[src/rtl/range_scan_source_if.sv]
// Sample interface between the rangefinder mapper and the scan source, plus the
// sample BRAM read port and an FSM state view for checkers.
interface range_scan_source_if;
   logic        transmit;
   logic [10:0] mem_addr;
   logic [15:0] mem_data;
   logic [27:0] data_enable_step;
   logic        busy;
   logic        done;
   logic [7:0]  dropped_reqs;
   logic [2:0]  state_dbg;

   modport slave (
      input  transmit,
      input  mem_data,
      output mem_addr,
      output data_enable_step,
      output busy,
      output done,
      output dropped_reqs,
      output state_dbg
   );

   modport master (
      output transmit,
      output mem_data,
      input  mem_addr,
      input  data_enable_step,
      input  busy,
      input  done,
      input  dropped_reqs,
      input  state_dbg
   );
endinterface

[src/rtl/range_scan_source.sv]
// Replays one scan from a sample BRAM as a paced {data, enable, step} stream each
// time the rangefinder mapper raises transmit.
module range_scan_source #(
   parameter int          NUM_STEPS   = 682,
   parameter int          HOLD_CYCLES = 4,
   parameter int          GAP_CYCLES  = 4,
   parameter logic [15:0] MIN_VALID   = 16'd20,
   parameter logic [15:0] MAX_RANGE   = 16'd4095
) (
   input  logic                clk,
   input  logic                reset,
   range_scan_source_if.slave  bus
);

   // Handshake: a request is the rising edge of transmit, there is no ready; one
   // request may wait in the pending slot while busy, later ones are counted as
   // dropped. Each sample is offered by enable held high for HOLD_CYCLES with
   // data/step stable, and the consumer must take it without backpressure.
   typedef enum logic [2:0] {
      S_IDLE    = 3'd0,
      S_FETCH   = 3'd1,
      S_WAIT    = 3'd2,
      S_PRESENT = 3'd3,
      S_GAP     = 3'd4,
      S_DONE    = 3'd5
   } state_t;

   localparam logic [10:0] LAST_STEP = 11'(NUM_STEPS - 1);
   localparam logic [15:0] HOLD_LAST = 16'(HOLD_CYCLES - 1);
   localparam logic [15:0] GAP_LAST  = 16'(GAP_CYCLES - 1);

   state_t      state_q, state_d;
   logic        transmit_q;
   logic        req;
   logic [10:0] step_q, step_d;
   logic [10:0] addr_q, addr_d;
   logic [15:0] cnt_q, cnt_d;
   logic [15:0] data_q, data_d;
   logic [10:0] out_step_q, out_step_d;
   logic        pending_q, pending_d;
   logic [7:0]  dropped_q, dropped_d;

   function automatic logic [15:0] clamp_sample(input logic [15:0] raw);
      if (raw < MIN_VALID)
         return 16'hFFFF;
      else if (raw > MAX_RANGE)
         return MAX_RANGE;
      else
         return raw;
   endfunction

   assign req = bus.transmit & ~transmit_q;

   always_ff @(posedge clk) begin
      if (reset) begin
         state_q    <= S_IDLE;
         transmit_q <= 1'b0;
         step_q     <= '0;
         addr_q     <= '0;
         cnt_q      <= '0;
         data_q     <= '0;
         out_step_q <= '0;
         pending_q  <= 1'b0;
         dropped_q  <= '0;
      end else begin
         state_q    <= state_d;
         transmit_q <= bus.transmit;
         step_q     <= step_d;
         addr_q     <= addr_d;
         cnt_q      <= cnt_d;
         data_q     <= data_d;
         out_step_q <= out_step_d;
         pending_q  <= pending_d;
         dropped_q  <= dropped_d;
      end
   end

   always_comb begin
      state_d    = state_q;
      step_d     = step_q;
      addr_d     = addr_q;
      cnt_d      = cnt_q;
      data_d     = data_q;
      out_step_d = out_step_q;
      pending_d  = pending_q;
      dropped_d  = dropped_q;

      case (state_q)
         S_IDLE: begin
            if (req || pending_q) begin
               state_d   = S_FETCH;
               step_d    = '0;
               addr_d    = '0;
               pending_d = 1'b0;
            end
         end
         S_FETCH: begin
            addr_d  = step_q;
            state_d = S_WAIT;
         end
         S_WAIT: begin
            // BRAM word for step_q is on mem_data now; bus fields change only here,
            // while enable is low.
            data_d     = clamp_sample(bus.mem_data);
            out_step_d = step_q;
            cnt_d      = '0;
            state_d    = S_PRESENT;
         end
         S_PRESENT: begin
            if (cnt_q == HOLD_LAST) begin
               cnt_d   = '0;
               state_d = S_GAP;
            end else begin
               cnt_d = cnt_q + 16'd1;
            end
         end
         S_GAP: begin
            if (cnt_q == GAP_LAST) begin
               cnt_d = '0;
               if (step_q == LAST_STEP) begin
                  state_d = S_DONE;
               end else begin
                  // Address leads into FETCH so the synchronous BRAM has a full cycle.
                  step_d  = step_q + 11'd1;
                  addr_d  = step_q + 11'd1;
                  state_d = S_FETCH;
               end
            end else begin
               cnt_d = cnt_q + 16'd1;
            end
         end
         S_DONE: begin
            state_d = S_IDLE;
         end
         default: begin
            state_d = S_IDLE;
         end
      endcase

      if (req && (state_q != S_IDLE)) begin
         if (!pending_q)
            pending_d = 1'b1;
         else if (dropped_q != 8'hFF)
            dropped_d = dropped_q + 8'd1;
      end
   end

   assign bus.mem_addr         = addr_q;
   assign bus.data_enable_step = {data_q, (state_q == S_PRESENT), out_step_q};
   assign bus.busy             = (state_q != S_IDLE);
   assign bus.done             = (state_q == S_DONE);
   assign bus.dropped_reqs     = dropped_q;
   assign bus.state_dbg        = state_q;

endmodule
[src/flat_wrapper.sv]
// flat-port wrapper written by rule: the top's interface ports become plain ports
module range_scan_source_flat 
#(
   parameter int          NUM_STEPS   = 682,
   parameter int          HOLD_CYCLES = 4,
   parameter int          GAP_CYCLES  = 4,
   parameter logic [15:0] MIN_VALID   = 16'd20,
   parameter logic [15:0] MAX_RANGE   = 16'd4095
)
  (clk, reset, bus_transmit, bus_mem_data, bus_mem_addr, bus_data_enable_step, bus_busy, bus_done, bus_dropped_reqs, bus_state_dbg);
  range_scan_source_if bus_i ();
  input  logic clk;
  input  logic reset;
  input wire logic [$bits(bus_i.transmit)-1:0] bus_transmit;
  input wire logic [$bits(bus_i.mem_data)-1:0] bus_mem_data;
  output wire logic [$bits(bus_i.mem_addr)-1:0] bus_mem_addr;
  output wire logic [$bits(bus_i.data_enable_step)-1:0] bus_data_enable_step;
  output wire logic [$bits(bus_i.busy)-1:0] bus_busy;
  output wire logic [$bits(bus_i.done)-1:0] bus_done;
  output wire logic [$bits(bus_i.dropped_reqs)-1:0] bus_dropped_reqs;
  output wire logic [$bits(bus_i.state_dbg)-1:0] bus_state_dbg;
  assign bus_i.transmit = bus_transmit;
  assign bus_i.mem_data = bus_mem_data;
  assign bus_mem_addr = bus_i.mem_addr;
  assign bus_data_enable_step = bus_i.data_enable_step;
  assign bus_busy = bus_i.busy;
  assign bus_done = bus_i.done;
  assign bus_dropped_reqs = bus_i.dropped_reqs;
  assign bus_state_dbg = bus_i.state_dbg;
  range_scan_source #(.NUM_STEPS(NUM_STEPS), .HOLD_CYCLES(HOLD_CYCLES), .GAP_CYCLES(GAP_CYCLES), .MIN_VALID(MIN_VALID), .MAX_RANGE(MAX_RANGE)) u_core (.clk(clk), .reset(reset), .bus(bus_i));
endmodule
[config.mk]
export PLATFORM = sky130hd
export DESIGN_NAME = range_scan_source_flat
export DESIGN_NICKNAME = d
export VERILOG_FILES = /design/src/rtl/range_scan_source_if.sv /design/src/rtl/range_scan_source.sv /design/src/flat_wrapper.sv
export SDC_FILE = /design/constraint.sdc
export NUM_CORES = 1
export LEC_CHECK = 0
export ABC_AREA = 1
export BUFFER_PORTS_ARGS = -buffer_cell sky130_fd_sc_hd__buf_2
export CORE_UTILIZATION = 53
export CTS_CLUSTER_DIAMETER = 80
export DETAILED_ROUTE_END_ITERATION = 10
export GPL_ROUTABILITY_DRIVEN = 0
export PLACE_DENSITY_LB_ADDON = 0.08
export SYNTH_ARGS = -nofsm -noshare
export SYNTH_HDL_FRONTEND = slang
export SYNTH_SLANG_ARGS = --single-unit
[constraint.sdc]
create_clock -name clk -period 1.8 [get_ports clk]
set_input_delay 0.09 -clock clk [delete_from_list [all_inputs] [get_ports clk]]
set_output_delay 0.09 -clock clk [all_outputs]
set_load 0.03 [all_outputs]
==> results of run 1 <==
[report_power, final]
group	internal (uW)	switching, uW	total [uW]
clock	636	661	1300
combinational	1130	2490	3620
sequential	2200	373	2570
[final timing paths]
path                            slack [ps]                                 start                                  end  cells past startpoint
worst max-delay path                   110  u_core.bus.state_dbg[1]$_SDFFE_PP0P_  u_core.bus.mem_addr[0]$_SDFFE_PP0P_                     10
worst min-delay path                    20                       bus_mem_data[0]        u_core.data_q[0]$_SDFFE_PP0P_                      3
worst max register to register         110  u_core.bus.state_dbg[1]$_SDFFE_PP0P_  u_core.bus.mem_addr[0]$_SDFFE_PP0P_                     10
worst min register to register         480        u_core.data_q[12]$_SDFFE_PP0P_       u_core.data_q[12]$_SDFFE_PP0P_                      2
[tightest hold or removal path: stages]
cell,delay [ps]
sky130_fd_sc_hd__buf_2,70
sky130_fd_sc_hd__nor3_1,40
sky130_fd_sc_hd__a21oi_1,130
[final cells by class]
class	count	area, um2	area share [%]
clock buffer	10	128	2.73
sequential	78	1570	33.5
multi-input combinational	432	2040	43.6
timing repair buffer	90	508	10.9
inverter	66	256	5.48
tap	96	120	2.57
clock inverter	6	62.6	1.34
[stage by stage]
stage / hold slack [ps] / util, %
2_1_floorplan: 197 / -
3_3_place_gp: 304 / 63.5
3_5_place_dp: 313 / 63.5
4_1_cts: 10.4 / 66.7
5_1_grt: 27.0 / 67.4
6_report: 21.7 / 67.4
[layout by cell type (no fill, tap or decap), types with 2 or more instances in the layout]
cell and instances:
sky130_fd_sc_hd__nor3_1 17, sky130_fd_sc_hd__nand3_2 3, sky130_fd_sc_hd__nor2_1 96, sky130_fd_sc_hd__nand4_1 12
sky130_fd_sc_hd__dfxtp_2 3, sky130_fd_sc_hd__inv_1 61, sky130_fd_sc_hd__inv_2 2, sky130_fd_sc_hd__nor2_2 2
sky130_fd_sc_hd__a21oi_1 48, sky130_fd_sc_hd__nand3_1 39, sky130_fd_sc_hd__dlygate4sd3_1 3, sky130_fd_sc_hd__nor2_4 3
sky130_fd_sc_hd__nand2_1 147, sky130_fd_sc_hd__o21a_1 2, sky130_fd_sc_hd__o21bai_1 3, sky130_fd_sc_hd__xnor2_1 2
sky130_fd_sc_hd__o21ai_0 33, sky130_fd_sc_hd__clkbuf_8 9, sky130_fd_sc_hd__inv_4 2, sky130_fd_sc_hd__or2_2 4
sky130_fd_sc_hd__buf_2 70, sky130_fd_sc_hd__clkinvlp_4 4, sky130_fd_sc_hd__dfxtp_1 75, sky130_fd_sc_hd__xor2_1 8
sky130_fd_sc_hd__nand2_4 3, sky130_fd_sc_hd__clkinv_2 2, sky130_fd_sc_hd__ha_1 4, sky130_fd_sc_hd__buf_4 16
[metal layers]
metal	track usage [%]	part of all wire [%]
met5	0	0
met4	13.9	2.4
met3	5.75	6.6
met2	42.1	43
met1	36.3	47
[sequential cells by signal (all words and copies together) (netlist names)]
signal and flops:
u_core.bus.dropped_reqs 8, u_core.bus.mem_addr 11, u_core.bus.state_dbg 3, u_core.cnt_q 16, u_core.data_q 16, u_core.out_step_q 11
u_core.pending_q 1, u_core.step_q 11, u_core.transmit_q 1
[kinds of logic after synthesis]
logic type / count (synthesis) / synth area share, %
simple gates: 329 / 36.4
compound gates: 89 / 11.9
buf+inv: 82 / 8.20
flops: 78 / 40.0
xor+xnor: 10 / 2.24
fa+ha+maj: 4 / 1.28
[Yosys cell counts, types with 3 or more instances]
| cell | number |
|---|---|
| sky130_fd_sc_hd__or2_2 | 4 |
| sky130_fd_sc_hd__a21oi_1 | 48 |
| sky130_fd_sc_hd__nand4_1 | 12 |
| sky130_fd_sc_hd__inv_1 | 62 |
| sky130_fd_sc_hd__nor2_1 | 96 |
| sky130_fd_sc_hd__o21bai_1 | 3 |
| sky130_fd_sc_hd__o21ai_0 | 33 |
| sky130_fd_sc_hd__dfxtp_1 | 78 |
| sky130_fd_sc_hd__inv_2 | 3 |
| sky130_fd_sc_hd__xor2_1 | 8 |
| sky130_fd_sc_hd__nor3_1 | 17 |
| sky130_fd_sc_hd__nand2_1 | 147 |
| sky130_fd_sc_hd__nor2_2 | 3 |
| sky130_fd_sc_hd__nand3_1 | 40 |
| sky130_fd_sc_hd__ha_1 | 4 |
| sky130_fd_sc_hd__clkbuf_1 | 13 |
[what timing repair did]
action | in CTS | in global routing
resized for setup | 0 | 9
endpoints found under the hold margin | 3 | 0
endpoints found under the setup margin | 0 | 21
buffers inserted | 0 | 3
hold buffers | 3 | 0
==> results.py, run 1 <==
metrics = {
    "synthesis": {
        "syn-cell-area_um2": 3900,
        "netlist_top_cells_area": "sky130_fd_sc_hd__dfxtp_1, sky130_fd_sc_hd__nand2_1, sky130_fd_sc_hd__nor2_1",
        "edff_count_synth": 0,
        "avgSynthCellArea_um2": 6.60,
        "synth_fp_nets": 615,
        "synth.distinct_cells": 30,
        "synthDominantCellAreaShare_pct": 40.0,
        "synth_top_flop_cell": "sky130_fd_sc_hd__dfxtp_1",
        "synthesis.yosys.warnings": 0,
        "synthCells": 592,
        "postSynth.asyncResetShare_pct": 0,
        "synth_seq_area_share_pct": 40.0,
        "yosys_register_bits": 78,
        "yosysTopAreaCell": "sky130_fd_sc_hd__dfxtp_1",
    },
    "drt": {
        "route.vias.total": 3982,
        "wirelength_mm": 9.65,
        "detail_route.first_pass.iterations": 6,
        "drt_drc_violations_left": 0,
        "antenna_violating_nets_post_route": 0,
        "drt_iter0_drc": 292,
        "final_routed_wire_length_divided_by_cell_count_um": 12.4,
        "post_drt_via_cell_ratio": 5.12,
    },
    "place": {
        "detailedPlacementHpwl_mm": 7.08,
        "dp_cells": 756,
        "detailedPlace.worstSlack_ps": 82.7,
        "placed_cell_area_um2": 4410,
        "placement.io_buffers": 70,
    },
    "floorplan": {
        "starting_density_of_the_core_pct": 56.2,
        "design.core.area_um2": 6940,
        "ios": 71,
        "die_boundary_width_um": 87.8,
        "placementRows": 30,
        "floorplan.die_area_um2": 7710,
        "dieHeight_um": 87.8,
    },
    "global_routing": {
        "grt.overflow.total": 0,
        "grt_first_pass_wirelength_mm": 16.5,
        "grt_antenna_before_repair": 0,
        "grt_start_max_net_pins": 36,
        "gr-usage-all-layers_pct": 27.4,
        "number_of_global_route_vias_before_repair": 3708,
    },
    "cts": {
        "cts_max_path_buffers": 2,
        "clock_transition_at_the_registers_of_the_reported_paths_ps": 80,
        "cts_tree": "built",
        "clkLatencyLatePin_ps": 360,
        "numCtsBuffers": 9,
        "clock_sink_count": 78,
        "cts-root-buf": "sky130_fd_sc_hd__clkbuf_8",
        "cts-htree-levels": 3,
    },
    "layout": {
        "area_delta_synth_final_pct": 19.8,
        "fillCellCount": 653,
        "finalInstanceArea_um2": 4680,
        "drive_gt1_share_pct": 18.8,
        "final_cell_count_without_fillers": 778,
        "final_net_count": 700,
        "num_antenna_cells": 0,
    },
    "worst_setup_path": {
        "cp.buffers_inverters": 3,
        "timing.critical_path.slowest_cell_delay_ps": 360,
        "worst_ep_required_time_ps": 2060,
        "critPathArrivalTime_ps": 1950,
        "worstPathCellList": "nor2_2 -> nand2_1 -> inv_4 -> nand4_1 -> nand2_1 -> nor2_4 -> buf_4 -> buf_4 -> nor2_1 -> nor2_1",
        "path_max_fanout": 10,
        "critical-path-top-delay-family": "simple AND/OR/NAND/NOR gates",
        "cp-end-kind": "register",
        "crit_slowest_cell": "sky130_fd_sc_hd__dfxtp_2",
        "critical_path_class": "reg -> reg",
        "critical_path.startpoint_type": "register",
    },
    "power_and_ir_drop": {
        "total_power_uw": 7490,
        "vdd_drop_max_mv": 0.844,
        "powerDensity_nw_per_um2": 1600,
        "leakage_uw": 0.00228,
    },
    "min_path": {
        "holdCritPathClass": "in -> reg",
    },
    "timing": {
        "setup_viol": 0,
        "timing.slew.headroom_pct": 73.9,
        "final_min_period_over_clock_period_pct": 93.7,
        "grt_setup_unrepaired": "true",
        "tightestPinTransition_ps": 390,
        "post-route-min-period_ps": 1690,
        "total_neg_setup_slack_ps": 0,
        "clock.fmax_mhz": 593,
        "report.final.slew_viol_count": 0,
        "report.final.hold_viol_count": 0,
        "final_critical_path_setup_slack_ps": 113,
        "final.setup_skew_ps": 9.37,
    },
    "outcome": {
        "run_status": "finished, final reports clean",
    },
    "flow_run": {
        "max_cap_violations": 0,
    },
}
Note: power is estimated with default switching activity, not from simulation.
==> run 2, diff against run 1 <==
CORE_UTILIZATION = 45   (was 53)
==> results.py, run 2 (synthesized netlist as in run 1, its figures left out) <==
metrics = {
    "place": {
        "placement.io_buffers": 70,
        "placed_cell_area_um2": 4460,
        "dp_cells": 769,
        "detailedPlacementHpwl_mm": 7.10,
    },
    "layout": {
        "drive_gt1_share_pct": 19.6,
        "fillCellCount": 850,
        "layout_top_registers": "u_core.cnt_q (16), u_core.data_q (16)",
        "layout.cells.most_common": "sky130_fd_sc_hd__nand2_1",
        "final_net_count": 703,
        "finalInstanceArea_um2": 4710,
        "final_cell_count_without_fillers": 790,
        "mostFrequentLayoutCells": "sky130_fd_sc_hd__nand2_1, sky130_fd_sc_hd__nor2_1, sky130_fd_sc_hd__dfxtp_1",
        "num_antenna_cells": 0,
        "area_delta_synth_final_pct": 20.6,
    },
    "power_and_ir_drop": {
        "share_comb_of_total_power_pct": 50.0,
        "cellInternalPower_uw": 3880,
        "powerDensity_nw_per_um2": 1600,
        "p_seq_share_pct": 33.6,
        "share_clk_of_total_power_pct": 16.4,
        "leakage_uw": 0.00229,
        "power.switching_uw": 3640,
        "vdd_drop_max_mv": 0.737,
        "power.switching_fraction_pct": 48.4,
    },
    "timing": {
        "setup_viol": 0,
        "final_min_period_over_clock_period_pct": 91.3,
        "report.final.hold_viol_count": 0,
        "final.setup_skew_ps": 15.0,
        "total_neg_setup_slack_ps": 0,
        "final.hold.worst_slack_ps": 5.44,
        "timing.slew.headroom_pct": 69.7,
        "tightestPinTransition_ps": 454,
        "report.final.slew_viol_count": 0,
        "post-route-min-period_ps": 1640,
        "grt_setup_unrepaired": "false",
        "clock.fmax_mhz": 609,
    },
    "cts": {
        "cts_tree": "built",
        "cts-htree-levels": 3,
        "cts_max_path_buffers": 2,
        "cts-root-buf": "sky130_fd_sc_hd__clkbuf_8",
        "clock_sink_count": 78,
        "clock_transition_at_the_registers_of_the_reported_paths_ps": 100,
        "numCtsBuffers": 9,
        "clkLatencyLatePin_ps": 370,
    },
    "worst_setup_path": {
        "crit_slowest_cell": "sky130_fd_sc_hd__dfxtp_1",
        "critPathArrivalTime_ps": 1910,
        "timing.critical_path.slowest_cell_delay_ps": 370,
        "worst_ep_required_time_ps": 2060,
        "path_max_fanout": 6,
        "critical_path_class": "reg -> reg",
        "cp-end-kind": "register",
        "critical_path.startpoint_type": "register",
        "path_common_cell": "sky130_fd_sc_hd__nand2_1",
        "worstPathCellList": "nor2_1 -> nand2_1 -> nor2_1 -> nand2_1 -> nand2_2 -> nand2_4 -> nor2_2 -> nand2_1 -> nand2_1 -> nor2_1",
    },
    "global_routing": {
        "number_of_global_route_vias_before_repair": 3551,
        "grt_start_max_net_pins": 36,
        "grt_antenna_before_repair": 0,
        "gr-usage-all-layers_pct": 23.1,
        "grt.overflow.total": 0,
        "grt_first_pass_wirelength_mm": 16.2,
    },
    "floorplan": {
        "starting_density_of_the_core_pct": 47.1,
        "floorplan.die_area_um2": 9050,
        "die_boundary_width_um": 95.2,
        "ios": 71,
        "design.core.area_um2": 8300,
        "placementRows": 33,
        "dieHeight_um": 95.2,
    },
    "flow_run": {
        "max_cap_violations": 0,
    },
    "drt": {
        "wirelength_mm": 9.87,
        "detail_route.first_pass.iterations": 5,
        "drt_drc_violations_left": 0,
        "drt_iter0_drc": 235,
        "antenna_violating_nets_post_route": 0,
        "post_drt_via_cell_ratio": 5.01,
        "route.vias.total": 3957,
        "final_routed_wire_length_divided_by_cell_count_um": 12.5,
    },
    "outcome": {
        "run_status": "finished, final reports clean",
    },
    "min_path": {
        "holdCritPathClass": "in -> reg",
    },
}
-- run 2: cell count changes in the layout (fill, tap and decap cells not counted), sizes merged --
cell         before  now
dlygate4sd3       3    2
clkinvlp          4    3
clkbuf           11    9
nor2            102  103
buf              86   90
bufinv            1    0
inv              65   68
-- run 2: power groups by stage --
stage | combinational, uW | sequential (uW) | clock [uW]
after CTS | 3620 | 2500 | 1270
final | 3760 | 2530 | 1230
after global placement | 3570 | 2520 | 0
after global routing | 4200 | 2590 | 1340
after detailed placement | 3610 | 2530 | 0
after floorplan | 1990 | 3130 | 0
-- run 2: final timing paths --
kind              slack (ps)  cells past startpoint                           start                             endpoint
hold / removal             5                      3                 bus_mem_data[0]        u_core.data_q[0]$_SDFFE_PP0P_
setup reg to reg         160                     10    u_core.cnt_q[8]$_SDFFE_PP0P_  u_core.bus.mem_addr[4]$_SDFFE_PP0P_
setup / recovery         160                     10    u_core.cnt_q[8]$_SDFFE_PP0P_  u_core.bus.mem_addr[4]$_SDFFE_PP0P_
hold reg to reg          470                      2  u_core.data_q[12]$_SDFFE_PP0P_       u_core.data_q[12]$_SDFFE_PP0P_
-- run 2: routing by layer --
| metal | up-vias | wire [um] | part of all wire [%] | global-route usage, % |
|---|---|---|---|---|
| li1 | 2068 | - | - | - |
| met1 | 1752 | 4820 | 49 | 30.5 |
| met2 | 122 | 4250 | 43 | 35.7 |
| met3 | 15 | 641 | 6.5 | 5.90 |
| met4 | 0 | 163 | 1.7 | 9.60 |
| met5 | - | 0 | 0 | 0 |
-- run 2: final cells by class --
cell class              instances  area (um2)  area share (%)
inverters                      66         256            5.44
multi-input cells             433        2050            43.5
clock buffers                   9         124            2.63
repair buffers                 92         533            11.3
flip-flops and latches         78        1560            33.2
clock inverters                 7        55.1            1.17
well taps                     105         131            2.79
-- run 2: critical path, delay by kind of cell, from the launching register on --
family / cells / cell delay, ps
AND/OR/NAND/NOR: 10 / 1160
flip-flops: 1 / 370
-- run 2: through the flow --
| step | total power (uW) | setup slack (ps) | util [%] |
|---|---|---|---|
| 2_1_floorplan | 5130 | 75.8 | - |
| 3_3_place_gp | 6090 | 74.8 | 53.8 |
| 3_5_place_dp | 6140 | 52.9 | 53.8 |
| 4_1_cts | 7390 | 47.5 | 56.1 |
| 5_1_grt | 8130 | 4.44 | 56.8 |
| 6_report | 7520 | 157 | 56.8 |
-- run 2: what timing repair did --
action	in CTS	in global routing
buffers inserted	0	2
endpoints found under the hold margin	1	1
setup endpoints to repair	0	21
gates resized for setup	0	9
hold buffers	1	1
